`config.mk`:
```
export PLATFORM = sky130hd
export DESIGN_NAME = pipe_ctrl
export DESIGN_NICKNAME = d
export VERILOG_FILES = /design/src/rtl/pipe_ctrl.sv
export SDC_FILE = /design/constraint.sdc
export NUM_CORES = 1
export LEC_CHECK = 0
export CAP_MARGIN = 10
export CORE_MARGIN = 2
export CORE_UTILIZATION = 31
export DETAILED_ROUTE_END_ITERATION = 10
export PLACE_DENSITY = 0.83
export SETUP_SLACK_MARGIN = 0.1
export SYNTH_ARGS = -nofsm -noshare
export SYNTH_HDL_FRONTEND = slang
export SYNTH_SLANG_ARGS = --single-unit
```
`constraint.sdc`:
```
create_clock -name clk -period 2.5 [get_ports clk]
set_input_delay 0.5 -clock clk [delete_from_list [all_inputs] [get_ports clk]]
set_output_delay 0.5 -clock clk [all_outputs]
set_load 0.01 [all_outputs]
```
`src/rtl/pipe_ctrl.sv`:
```
// rtl/pipe_ctrl.sv - pipeline stall/flush control with blanking FSM, stall watchdog
// Optional perf counters (stall_cycles, flush_count) enabled by defining PIPE_CTRL_PERF_EN.
module pipe_ctrl #(
  parameter logic [31:0] EXC_VECTOR  = 32'h0000_0040,
  parameter int unsigned STALL_LIMIT = 16
) (
  input  logic        clk,
  input  logic        rst,
  input  logic        stallreq_from_if,
  input  logic        stallreq_from_id,
  input  logic        stallreq_from_ex,
  input  logic        stallreq_from_mem,
  input  logic [31:0] excepttype_i,
  input  logic [31:0] cp0_epc_i,
  output logic [5:0]  stall,
  output logic        flush,
  output logic [31:0] new_pc,
  output logic [1:0]  ctrl_state,
  output logic        stall_timeout,
  output logic [31:0] stall_cycles,
  output logic [31:0] flush_count
);

  localparam logic [1:0]  ST_RUN    = 2'd0;
  localparam logic [1:0]  ST_BLANK  = 2'd1;
  localparam logic [31:0] ERET_CODE = 32'h0000_000e;

  logic [1:0]  state;
  logic [1:0]  state_next;
  logic [15:0] wd_cnt;
  logic [15:0] wd_next;
  logic        timeout_q;

  // Outputs are forced quiet while reset is asserted so no stage is held or killed.
  always_comb begin
    stall      = 6'b000000;
    flush      = 1'b0;
    new_pc     = 32'h0;
    state_next = ST_RUN;
    if (rst) begin
      case (state)
        ST_RUN: begin
          if (excepttype_i != 32'h0) begin
            flush      = 1'b1;
            new_pc     = (excepttype_i == ERET_CODE) ? cp0_epc_i : EXC_VECTOR;
            state_next = ST_BLANK;
          end else if (stallreq_from_mem) begin
            stall = 6'b011111;
          end else if (stallreq_from_ex) begin
            stall = 6'b001111;
          end else if (stallreq_from_id) begin
            stall = 6'b000111;
          end else if (stallreq_from_if) begin
            stall = 6'b000011;
          end
        end
        default: state_next = ST_RUN;
      endcase
    end
  end

  always_comb begin
    wd_next = 16'h0;
    if (stall != 6'b000000) begin
      wd_next = (wd_cnt == 16'hFFFF) ? wd_cnt : wd_cnt + 16'h1;
    end
  end

  always_ff @(posedge clk) begin
    if (!rst) begin
      state     <= ST_RUN;
      wd_cnt    <= 16'h0;
      timeout_q <= 1'b0;
    end else begin
      state  <= state_next;
      wd_cnt <= wd_next;
      if (32'(wd_next) >= STALL_LIMIT) begin
        timeout_q <= 1'b1;
      end
    end
  end

  assign ctrl_state    = state;
  assign stall_timeout = timeout_q;

`ifdef PIPE_CTRL_PERF_EN
  logic [31:0] stall_cycles_q;
  logic [31:0] flush_count_q;

  always_ff @(posedge clk) begin
    if (!rst) begin
      stall_cycles_q <= 32'h0;
      flush_count_q  <= 32'h0;
    end else begin
      if (stall != 6'b000000) begin
        stall_cycles_q <= stall_cycles_q + 32'h1;
      end
      if (flush) begin
        flush_count_q <= flush_count_q + 32'h1;
      end
    end
  end

  assign stall_cycles = stall_cycles_q;
  assign flush_count  = flush_count_q;
`else
  assign stall_cycles = 32'h0;
  assign flush_count  = 32'h0;
`endif

endmodule

```
Word-level counts from Yosys, hierarchy flattened
Index checks and enable logic that the tools add are counted.
- bits in registers: 19
- output and inout bits: 106
- logic and storage cells: 28
- add/subtract/negate cells: 1
- magnitude comparators: 1
- eq/ne operators: 2
- mux-type cells: 17
- reductions and logical operators: 4
- operator list (operator ; number):
    $mux 32 ; 4
    $eq 32x4->1 const B ; 1
    $mux 16 ; 2
    $reduce_bool 32->1 ; 1
    $mux 5 ; 4
    $add 16x1->16 const B ; 1
    $eq 16x16->1 const B ; 1
    $ge 16x5->1 const B ; 1
    $reduce_bool 6->1 ; 1
    $mux 1 ; 4
    $mux 4 ; 1
    $mux 3 ; 1
    $logic_not 2->1 ; 1
    $mux 2 ; 1
    $reduce_and 2->1 ; 1

Depth between registers and ports, before layout
- word-level depth: 10
- gate-level depth with buffers: 8
- mapped depth without buffers: 7

Least setup slack after synthesis
OpenSTA, ideal clock, no wires.
- path type: in2out
- start: input excepttype_i[9]
- end: output stall[1]
- arrival time: 1.845 ns
- slack: 0.155 ns
- cell stages on the path: 6
- cell sequence: nor4_1 > nand4_1 > or4_4 > nand2b_4 > clkinv_4 > buf_4
- word-level cells in the longest chain between the ends: 4
- ends and longest elaborated chain (what ; RTL line ; RTL):
    start, declared ; 13 ; input logic [31:0] excepttype_i,
    $reduce_bool 32->1 ; 43 ; if (excepttype_i != 32'h0) begin
    $mux 5 ; 43 ;
    $mux 5 ; 41 ; case (state)
    $mux 5 ; 40 ; if (rst) begin
    end, declared ; 15 ; output logic [5:0] stall,
Every way passes these cells.

Worst setup path in the final report
- start: input excepttype_i[11]
- end: output new_pc[19]
- word-level cells in the longest chain between the ends: 5
- elaborated cells on any way between the ends: 6
- classes of those cells: eq/ne (1); mux (4); reduce/logical (1)
- ends and longest elaborated chain (what ; RTL line ; RTL):
    $eq 32x4->1 ; 45 ; new_pc = (excepttype_i == ERET_CODE) ? cp0_epc_i : EXC_VECTOR;
    $mux 32 ; 45 ;
    $mux 32 (*) ; 43 ;
    $mux 32 (*) ; 41 ;
    $mux 32 (*) ; 40 ;
    end, declared ; 17 ; output logic [31:0] new_pc,
Mark *: on every way between the ends. The rest lies on a longest branch, timed or not.

==> run metrics <==
status finished, violations left; violations in the final reports setup timing; initial antenna violation count 0; Power Density around 220 nW/um^2; RD Place Congestion between 0.9 and 1; count of flip-flops with a built-in enable after synthesis 0; number of max-slew violations in the final report 0; post-placement cell count ~430; IR Drop Worst-Case VDD 0.3382 mV; level count of the clock H-tree 1; critical path endpoint category output port; die width ~81 um; global router's overall resource usage 16.47%; clock latency on the worst-skew pair around 250 ps; path depth of the worst reg2reg path 7; I/O Buffers about 110; asr flop ratio synth 0%; dominant register cell in the synthesized netlist sky130_fd_sc_hd__dfxtp_1; share of final-layout standard cells stronger than drive strength 1 37.73%; number of remaining DRC errors 0; maximum frequency from static timing analysis about 380 MHz; total congestion overflow 0; synthesis warning total 0; wire length of the first global-routing pass between 8 and 9 mm; CP Class primary input to output port; final clock skew ~2.9 ps; post-synthesis area per instance around 7.5 um^2; # hold bufs at CTS 0; Required @ worst endpoint approximately 2000 ps; register cell area after layout 360.3 um^2; Core Box Area 5851 um^2; total number of placement rows 28; # clock sinks 18; number of instances in the synthesized netlist between 200 and 250; path type of the worst min-delay path flip-flop to flip-flop; startpoint class of the critical path primary input; Worst Hold Depth 2; hold_sp wd_cnt[1]; Worst R2R Start wd_cnt[0]; CP Max Fanout 4; Avg WL per Cell 12.97 um; number of diodes 0; total number of vias 1995; router iterations before antenna repair 4; arrival time reported for the critical path endpoint around 2100 ps; clock tree buffer depth 2; clock tree from TritonCTS built; commonest non-fill, non-tap cells in the layout sky130_fd_sc_hd__conb_1 (66), sky130_fd_sc_hd__buf_6 (55), sky130_fd_sc_hd__clkdlybuf4s50_1 (38); area occupied by multi-input gates ~1300 um^2; part of the Yosys area used for sequential elements roughly a fifth; drt first-iter violations 63; Distinct cells, synth 40; root cell of the clock tree sky130_fd_sc_hd__clkbuf_8; number of nets in the layout between 400 and 500; IO Pins roughly 180; final critical path time including I/O delays and setup around 2600 ps; layout filler cell count between 500 and 600; final antenna-violating net count 0; # setup viols final 36; total design power approximately 700 uW; Initial Utilization 31.57%; area of the die 6591 um^2; post-route non-filler standard cell count approximately 450; standby leakage power about 0.0015 uW; capture endpoint of the worst hold path wd_cnt[1]; via count of the first global-routing pass 1800; CTS clock-pin slew for the worst setup and hold paths approximately 60 ps; maxcap violations 0; DR vias/cell 4.394; setup ws final -130.9 ps; overall routed net length approximately 5.9 mm; number of synthesized register bits 18; final count of hold timing violations 0; FF-to-FF End stall_timeout; estimated wirelength of the detail-placed design approximately 4.5 mm; vertical die dimension about 81 um; crit share post-route 105.2%; number of buffers created by CTS 3; largest net degree at the start of global routing 14; mapped cell area ~1800 um^2; most common cell after layout, fill and taps aside sky130_fd_sc_hd__conb_1; post-synthesis to final-layout area growth 74.53%; worst reg2reg setup slack between 300 and 400 ps; setup repair after global routing missed its margin yes
## synthesized netlist by cell type (all sizes together) (2+ instances only)
library cell | number | share of area [%]
buf | 69 | 28
and2 | 34 | 12
nor2 | 25 | 5.1
dfxtp | 18 | 20
a21oi | 10 | 2.7
nand3 | 9 | 2.4
nor4 | 9 | 3.0
nand4 | 8 | 3.0
clkbuf | 6 | 1.8
nand2 | 6 | 1.2
nor3 | 6 | 1.6
o21ai | 5 | 1.6
xnor2 | 5 | 2.4
and4 | 4 | 1.9
and3 | 3 | 1.0
mux2i | 3 | 1.6
nand2b | 3 | 1.4
xor2 | 3 | 1.4
inv | 2 | 0.41
nand3b | 2 | 0.81
o211a | 2 | 1.1
or3 | 2 | 0.81
## layout make-up
cell class	count	area share [%]
flip-flops and latches	18	11.18
multi-input cells	214	41.77
repair buffers	140	41.93
well taps	75	2.911
clock buffers	4	1.708
inverters	3	0.5047
## critical path, stage by stage
cell	delay (ps)
sky130_fd_sc_hd__buf_6	90
sky130_fd_sc_hd__nor4_2	260
sky130_fd_sc_hd__nand4_1	160
sky130_fd_sc_hd__buf_4	180
sky130_fd_sc_hd__nor4_4	230
sky130_fd_sc_hd__buf_4	180
sky130_fd_sc_hd__buf_6	110
sky130_fd_sc_hd__buf_6	110
sky130_fd_sc_hd__buf_6	90
sky130_fd_sc_hd__and2_4	130
sky130_fd_sc_hd__buf_6	100
## metrics by stage
step           TNS (ps)  setup slack (ps)  util, %  hold slack, ps  cell area [um^2]
2_1_floorplan         0             155.5        -           502.6              2091
3_3_place_gp     -28090            -832.3    48.20           531.2              2820
3_5_place_dp     -29360            -859.4    48.20           547.3              2820
4_1_cts          -606.7            -107.9    51.52           559.2              3014
5_1_grt           -5227            -221.1    55.09           601.8              3223
6_report          -2252            -130.9    55.09           554.1              3223
## worst max path at each step
stage / end / slack, ps / start
after floorplan: stall[1] / 160 / excepttype_i[9]
after global placement: stall[0] / -830 / excepttype_i[9]
after detailed placement: stall[3] / -860 / excepttype_i[9]
after CTS: stall[3] / -110 / excepttype_i[6]
after global routing: new_pc[19] / -220 / excepttype_i[18]
final: new_pc[19] / -130 / excepttype_i[11]
## routing by layer
metal | part of all wire (%) | vias to the layer above | global-route usage [%]
li1 | - | 961 | -
met1 | 33 | 927 | 16.29
met2 | 58 | 97 | 32.81
met3 | 6.6 | 10 | 4.111
met4 | 2.4 | 0 | 5.593
met5 | 0 | - | 0
## logic make-up after synthesis
group           count (synthesis)  share of synthesized area [%]
compound gates                 23                          8.335
xor+xnor                        8                          3.794
fa+ha+maj                       1                         0.6774
buf+inv                        78                          30.76
flops                          18                          19.51
mux                             3                          1.626
other cells                     1                         0.2031
simple gates                  113                          35.09
## power breakdown
part	switching, uW	total, uW	internal, uW
logic	84.3	180	95.3
clock network	93.8	234	140
registers	0.858	289	288
total	179	702	523
## registers in the layout (all words and copies together), names as in the netlist
| register | cells |
|---|---|
| ctrl_state | 1 |
| stall_timeout | 1 |
| wd_cnt | 16 |
## what timing repair did
action / CTS / global route
cloned: 3 / 0
setup buffers: 13 / 4
pin swaps: 27 / 25
setup endpoints to repair: 41 / 39
resized for setup: 297 / 41
Power figures use the tool's default switching activity.
